===== config.mk =====
export PLATFORM = sky130hd
export DESIGN_NAME = ll_req_sequencer
export DESIGN_NICKNAME = d
export VERILOG_FILES = /design/src/rtl/ll_req_sequencer.sv
export SDC_FILE = /design/constraint.sdc
export NUM_CORES = 1
export LEC_CHECK = 0
export BUFFER_PORTS_ARGS = -buffer_cell sky130_fd_sc_hd__buf_2
export CORE_AREA = 2 2 101 143
export CTS_CLUSTER_DIAMETER = 50
export DETAILED_ROUTE_END_ITERATION = 8
export DIE_AREA = 0 0 103 145
export PLACE_DENSITY = 0.76
export REMOVE_ABC_BUFFERS = 1
export SLEW_MARGIN = 5
export SYNTH_ARGS = -nofsm -noshare
export SYNTH_HDL_FRONTEND = slang
export SYNTH_SLANG_ARGS = --single-unit

===== constraint.sdc =====
create_clock -name clk -period 3.3 [get_ports clk]
set_clock_uncertainty 0.05 [all_clocks]
set_input_delay 0.165 -clock clk [delete_from_list [all_inputs] [get_ports clk]]
set_output_delay 0.165 -clock clk [all_outputs]
set_load 0.03 [all_outputs]

===== src/rtl/ll_req_sequencer.sv =====
`timescale 1ns/1ps
`default_nettype none
// ============================================================================
//  Module   : ll_req_sequencer
//  Purpose  : Self-checking traffic sequencer for linked_list_top. Issues N
//             pushes then N pops (LIFO from head, FIFO from tail) over the
//             req/resp handshake, with an optional underflow probe pop, and
//             counts every response that disagrees with the expected result.
//  Revision : 1.0 - initial release
// ============================================================================
module ll_req_sequencer #(
    parameter int                 DATA_WD   = 8,
    parameter int                 PTR_WD    = 5,
    parameter int                 TYPE_WD   = 3,
    parameter logic [TYPE_WD-1:0] PUSH_CODE = TYPE_WD'(0),
    parameter logic [TYPE_WD-1:0] POPH_CODE = TYPE_WD'(1),
    parameter logic [TYPE_WD-1:0] POPT_CODE = TYPE_WD'(2),
    parameter int unsigned        TIMEOUT   = 255
) (
    input  logic               clk,
    input  logic               reset,
    input  logic               start,
    input  logic               cfg_mode,
    input  logic [PTR_WD:0]    cfg_num,
    input  logic [DATA_WD-1:0] cfg_base,
    input  logic [DATA_WD-1:0] cfg_step,
    input  logic               cfg_chk_empty,
    output logic               req_vld,
    output logic [TYPE_WD-1:0] req_type,
    output logic [PTR_WD-1:0]  req_pos,
    output logic [DATA_WD-1:0] req_data,
    output logic               resp_taken,
    input  logic               resp_vld,
    input  logic [TYPE_WD-1:0] resp_type,
    input  logic [DATA_WD-1:0] resp_data,
    input  logic               resp_data_vld,
    input  logic               intf_ready,
    output logic               busy,
    output logic               done,
    output logic               pass,
    output logic [7:0]         err_cnt,
    output logic               timeout
);

    localparam logic [PTR_WD:0] c_max_items = (PTR_WD+1)'(2**PTR_WD);
    localparam logic [PTR_WD:0] c_one       = (PTR_WD+1)'(1);

    typedef enum logic [2:0] {
        S_IDLE  = 3'd0,
        S_ISSUE = 3'd1,
        S_WAIT  = 3'd2,
        S_ACK   = 3'd3,
        S_REL   = 3'd4,
        S_FIN   = 3'd5
    } state_t;

    typedef enum logic [1:0] {
        PH_PUSH  = 2'd0,
        PH_POP   = 2'd1,
        PH_PROBE = 2'd2
    } phase_t;

    state_t             r_state;
    phase_t             r_phase;
    logic               r_mode;
    logic               r_chk_empty;
    logic [PTR_WD:0]    r_num;
    logic [PTR_WD:0]    r_idx;
    logic [DATA_WD-1:0] r_base;
    logic [DATA_WD-1:0] r_step;
    // Running data value: next push data, then the expected data of the next pop.
    logic [DATA_WD-1:0] r_data;
    logic [31:0]        r_wait_cnt;
    logic [TYPE_WD-1:0] r_resp_type;
    logic [DATA_WD-1:0] r_resp_data;
    logic               r_resp_dvld;

    logic [PTR_WD:0]    w_num_clamped;
    logic               w_idx_last;
    logic [TYPE_WD-1:0] w_pop_code;
    logic               w_err_type;
    logic               w_err_data;
    logic [1:0]         w_err_inc;
    logic [8:0]         w_err_sum;
    logic [7:0]         w_err_next;
    logic               w_tmo_hit;

    assign req_pos       = '0;
    assign w_num_clamped = (cfg_num > c_max_items) ? c_max_items : cfg_num;
    assign w_idx_last    = ((r_idx + c_one) == r_num);
    assign w_pop_code    = r_mode ? POPT_CODE : POPH_CODE;

    // Per-response checks: echoed type, pop data, and the probe must come back empty.
    assign w_err_type = (r_resp_type != req_type);
    assign w_err_data = ((r_phase == PH_POP) && (!r_resp_dvld || (r_resp_data != r_data))) ||
                        ((r_phase == PH_PROBE) && r_resp_dvld);
    assign w_err_inc  = {1'b0, w_err_type} + {1'b0, w_err_data};
    assign w_err_sum  = {1'b0, err_cnt} + {7'd0, w_err_inc};
    assign w_err_next = w_err_sum[8] ? 8'hFF : w_err_sum[7:0];

    assign w_tmo_hit  = (TIMEOUT != 0) && ((r_wait_cnt + 32'd1) == TIMEOUT);

    // Sequencer FSM; every output except req_pos is registered here.
    always_ff @(posedge clk or posedge reset) begin
        if (reset) begin
            r_state     <= S_IDLE;
            r_phase     <= PH_PUSH;
            r_mode      <= 1'b0;
            r_chk_empty <= 1'b0;
            r_num       <= '0;
            r_idx       <= '0;
            r_base      <= '0;
            r_step      <= '0;
            r_data      <= '0;
            r_wait_cnt  <= '0;
            r_resp_type <= '0;
            r_resp_data <= '0;
            r_resp_dvld <= 1'b0;
            req_vld     <= 1'b0;
            req_type    <= '0;
            req_data    <= '0;
            resp_taken  <= 1'b0;
            busy        <= 1'b0;
            done        <= 1'b0;
            pass        <= 1'b0;
            err_cnt     <= '0;
            timeout     <= 1'b0;
        end else begin
            case (r_state)
                S_IDLE: begin
                    if (start) begin
                        r_mode      <= cfg_mode;
                        r_chk_empty <= cfg_chk_empty;
                        r_num       <= w_num_clamped;
                        r_base      <= cfg_base;
                        r_step      <= cfg_step;
                        r_data      <= cfg_base;
                        r_idx       <= '0;
                        err_cnt     <= '0;
                        timeout     <= 1'b0;
                        pass        <= 1'b0;
                        if (w_num_clamped != '0) begin
                            r_phase <= PH_PUSH;
                            r_state <= S_ISSUE;
                            busy    <= 1'b1;
                        end else if (cfg_chk_empty) begin
                            r_phase <= PH_PROBE;
                            r_state <= S_ISSUE;
                            busy    <= 1'b1;
                        end else begin
                            // Nothing to do: finish straight away with a clean result.
                            r_state <= S_FIN;
                            done    <= 1'b1;
                            pass    <= 1'b1;
                        end
                    end
                end
                S_ISSUE: begin
                    if (intf_ready) begin
                        req_vld    <= 1'b1;
                        r_wait_cnt <= '0;
                        r_state    <= S_WAIT;
                        if (r_phase == PH_PUSH) begin
                            req_type <= PUSH_CODE;
                            req_data <= r_data;
                        end else begin
                            req_type <= w_pop_code;
                            req_data <= '0;
                        end
                    end
                end
                S_WAIT: begin
                    if (resp_vld) begin
                        req_vld     <= 1'b0;
                        r_resp_type <= resp_type;
                        r_resp_data <= resp_data;
                        r_resp_dvld <= resp_data_vld;
                        resp_taken  <= 1'b1;
                        r_state     <= S_ACK;
                    end else if (w_tmo_hit) begin
                        req_vld <= 1'b0;
                        timeout <= 1'b1;
                        busy    <= 1'b0;
                        done    <= 1'b1;
                        pass    <= 1'b0;
                        r_state <= S_FIN;
                    end else begin
                        r_wait_cnt <= r_wait_cnt + 32'd1;
                    end
                end
                S_ACK: begin
                    resp_taken <= 1'b0;
                    err_cnt    <= w_err_next;
                    r_state    <= S_REL;
                end
                S_REL: begin
                    // A response held high is only counted once: wait for it to drop.
                    if (!resp_vld) begin
                        r_state <= S_ISSUE;
                        case (r_phase)
                            PH_PUSH: begin
                                if (w_idx_last) begin
                                    // LIFO: r_data already holds the last pushed value, popped first.
                                    r_phase <= PH_POP;
                                    r_idx   <= '0;
                                    if (r_mode) r_data <= r_base;
                                end else begin
                                    r_idx  <= r_idx + c_one;
                                    r_data <= r_data + r_step;
                                end
                            end
                            PH_POP: begin
                                if (w_idx_last) begin
                                    if (r_chk_empty) begin
                                        r_phase <= PH_PROBE;
                                    end else begin
                                        r_state <= S_FIN;
                                        busy    <= 1'b0;
                                        done    <= 1'b1;
                                        pass    <= (err_cnt == 8'd0) && !timeout;
                                    end
                                end else begin
                                    r_idx  <= r_idx + c_one;
                                    r_data <= r_mode ? (r_data + r_step) : (r_data - r_step);
                                end
                            end
                            default: begin
                                r_state <= S_FIN;
                                busy    <= 1'b0;
                                done    <= 1'b1;
                                pass    <= (err_cnt == 8'd0) && !timeout;
                            end
                        endcase
                    end
                end
                S_FIN: begin
                    done    <= 1'b0;
                    r_state <= S_IDLE;
                end
                default: begin
                    r_state <= S_IDLE;
                end
            endcase
        end
    end

endmodule
`default_nettype wire


==> qor_table.md <==
| Group | Quantity | Value |
|:---|:---|:---|
| outcome | Outcome | finished clean |
| yosys | EDFF count, synth | 0 |
| cts | Number of post-CTS setup repair buffers | 0 |
| run | Maximum capacitance violations | 0 |
| sta | Hold slack final | 0.00747 ns |
| pwr | Maximum VDD drop | 0.327 mV |
| worst setup path | Slack of the worst reg-to-reg path | 0.16 ns |
| cts | Clock Latency Late Sink | 0.37 ns |
| final layout | Share of post-route cells with drive strength above 1 | 16.1% |
| yosys | Asr flop ratio synth | 100% |
| cts | Number of buffers on the longest clock path | 2 |
| sta | Fmax | 0.318 GHz |
| die | Num ports | 71 |
| final layout | Post-route cell area | 8590 sq um |
| worst setup path | Reg-to-reg critical path endpoint | r_wait_cnt[28] |
| drt | Iter 0 DRT Violations | 331 |
| sta | Actual transition at the worst max-transition pin | 0.956 ns |
| final layout | Synthesis-to-layout area growth | 16.2% |
| worst setup path | Critical Path AT | 3.36 ns |
| pwr | Leakage dissipation | 3.79 nW |
| die | Number of cell rows | 51 |
| drt | Routed vias | 6978 |
| drt | Number of routed nets with antenna violations | 0 |
| grt | Largest net degree at the start of global routing | 88 |
| worst setup path | Worst setup EP type | flip-flop |
| min path | Path category of the worst min-delay check | in2reg |
| worst setup path | Worst path required time | 3.52 ns |
| cts | Clock sinks | 111 |
| cts | H-tree level count | 3 |
| sta | Shortest period the worst path allows | 3.14 ns |
| yosys | Most common cell in the netlist | nand2_1 |
| yosys | Cell types with the highest counts after synthesis | nand2_1, dfrtp_1, nor2_1, o21ai_0 |
| cts | Clock Pin Slew Worst Setup and Hold Paths | 0.07 ns |
| yosys | Synth Flop Type | dfrtp_1 |
| worst setup path | Crit Path Max Fanout | 11 |
| grt | Final global-route overflow total | 0 |
| yosys | Synth area leaders | dfrtp_1, nand2_1, o21ai_0 |
| yosys | Count of different cell masters after synthesis | 78 |
| placement | Count of buffers inserted at the top-level ports | 64 |
| min path | Hold_sp | cfg_num[1] |
| sta | Max_slew headroom | 36.1% |
| sta | Final critical-path share of the clock period | 95.2% |
| placement | Placed Area | 7990 sq um |
| yosys | FF+latch count, synth | 111 |
| die | Overall die width | 103 um |
| grt | Initial antenna violation count | 1 |
| cts | Total CTS buffers | 9 |
| drt | Routed wire per std cell | 17.7 um |
| die | CORE AREA | 13700 sq um |
| final layout | Total Nets Final | 1034 |
| drt | Vias per std cell | 6.01 |
| cts | Root cell of the clock tree | clkbuf_16 |
| yosys | Number of warnings printed during yosys synthesis | 0 |
| drt | DRC errors left | 0 |
| drt | Post-detailed-routing wire length | 20600 um |
| worst setup path | Crit path kind | reg2reg |
| die | Die Ht | 145 um |
| yosys | Post-synthesis cell area | 7390 sq um |
| drt | Pre-Repair DR Iteration Count | 5 |
| sta | Setup violators final | 0 |
| sta | Hold violation total from the final report | 0 |
| worst setup path | Worst Reg-to-Reg Cells | 8 |
| yosys | Proportion of netlist area held by the largest area contributor | 37.6% |
| final layout | Filler instances | 1249 |
| placement | Routability congestion estimate from global placement | 0.969 |
| sta | Slew Viols, Final | 0 |
| grt | Gr usage total | 28.1% |
| die | Effective utilization at floorplan | 54.2% |
| grt | Number of global-route vias before repair | 6728 |
| yosys | Synthesized area per cell | 8.40 sq um |
| worst setup path | Type of element launching the critical path | flip-flop |
| pwr | Cell Pwr Density | 729 nW/um^2 |
| cts | TritonCTS clock tree | yes |
| pwr | Tot Pwr | 6.26 mW |
| min path | Destination of the worst hold path | r_num[1] |
| die | DIE AREA | 14900 sq um |
| min path | Worst hold path stage count | 3 |
| grt | Global-route wire length before repair | 32900 um |
| sta | Setup repair after global routing missed its margin | yes |
| yosys | Sequential area share after synthesis | 37.6% |
| worst setup path | Critical R2R Launch | r_wait_cnt[7] |
| placement | HPWL after detailed placement | 14800 um |
| yosys | Synthesized netlist cell count | 880 |
| yosys | Biggest area consumer among synthesized cells | dfrtp_1 |
-- where the power goes --
part	switching [mW]	total, mW	internal, mW
sequential	0.448	2.21	1.77
clock	0.541	1.05	0.513
combinational	1.78	3.00	1.21
total	2.77	6.26	3.49
-- placed cells by master (no fill, tap or decap), types with 12 or more instances in the layout --
cell           count
ha_1              17
nand4_1           24
dfrtp_1          110
inv_1             37
buf_4             35
nand2_1          140
a21oi_1           38
o21ai_0           58
mux2_2            12
a31oi_1           16
nor2_1            58
xnor2_1           21
xor2_1            14
buf_2             64
a211oi_1          15
a221o_1           12
nand3_1           27
dlygate4sd3_1     32
nor3_1            35
-- flip-flops by register name (all words and copies together), names as in the netlist, 2 cells and up --
name         cells
r_wait_cnt      32
err_cnt          8
r_base           8
r_data           8
r_resp_data      8
r_step           8
req_data         8
r_idx            6
r_num            6
r_resp_type      3
r_state          3
r_phase          2
req_type         2
-- worst max-delay path by stage --
stage                           to          start  slack (ns)  depth (start not counted)
finish              r_wait_cnt[28]  r_wait_cnt[7]        0.16                          8
global route        r_wait_cnt[28]  r_wait_cnt[1]       -0.01                         10
CTS                 r_wait_cnt[31]  r_wait_cnt[1]        0.07                         11
detailed placement  r_wait_cnt[31]  r_wait_cnt[1]        0.11                         11
global placement    r_wait_cnt[31]  r_wait_cnt[0]        0.11                         11
floorplan                r_data[0]       r_idx[0]       -0.48                          7
-- stage by stage --
stage          setup WS (ns)  cells  setup TNS, ns  utilization (%)
6_report               0.160   1162              0             62.9
4_1_cts               0.0711   1161              0             62.8
5_1_grt             -0.00964   1162        -0.0171             62.9
3_3_place_gp           0.110   1114              0             58.5
3_5_place_dp           0.110   1114              0             58.5
2_1_floorplan         -0.476    829          -4.07                -
-- routing by layer --
layer,share of wire [%],vias to the layer above,global-route usage (%)
li1,-,3351,-
met1,38,3334,31.9
met2,53,233,49.4
met3,4.4,60,3.81
met4,4.5,0,15.3
met5,0,-,0
-- final cells by class --
class / instances / area (sq um) / share of cell area, %
Inverter: 38 / 145 / 1.69
Multi-Input combinational cell: 680 / 4240 / 49.3
Antenna cell: 1 / 2.50 / 0.0291
Clock buffer: 9 / 225 / 2.62
Clock inverter: 6 / 45.0 / 0.524
Timing Repair Buffer: 132 / 923 / 10.8
Tap cell: 185 / 231 / 2.69
Sequential cell: 111 / 2780 / 32.4
-- critical path, cell delays in order, from the launching register on --
cell and delay [ns]:
dfrtp_1 0.54, and2_1 0.34, nand4_4 0.16, or4_4 0.52, a211oi_2 0.25, nand4_1 0.23
o21ai_4 0.32, o21ai_1 0.32, o21ai_0 0.29
-- repair_timing --
action / in CTS / in global routing
hold buffers: 32 / 0
setup endpoints to repair: 0 / 22
gates resized for setup: 0 / 3
endpoints found under the hold margin: 55 / 0
-- kinds of logic after synthesis --
| kind of cell | after synthesis | share of synthesized area, % |
|---|---|---|
| AOI/OAI and AO/OA | 217 | 19.9 |
| muxes | 18 | 2.64 |
| xor gates and xnor gates | 35 | 4.15 |
| buffers and inverters | 94 | 5.58 |
| adders and majority gates | 21 | 3.86 |
| and+or+nand+nor | 383 | 26.3 |
| DFF | 111 | 37.6 |
| other | 1 | 0.0507 |
Note: power is estimated with default switching activity, not from simulation.
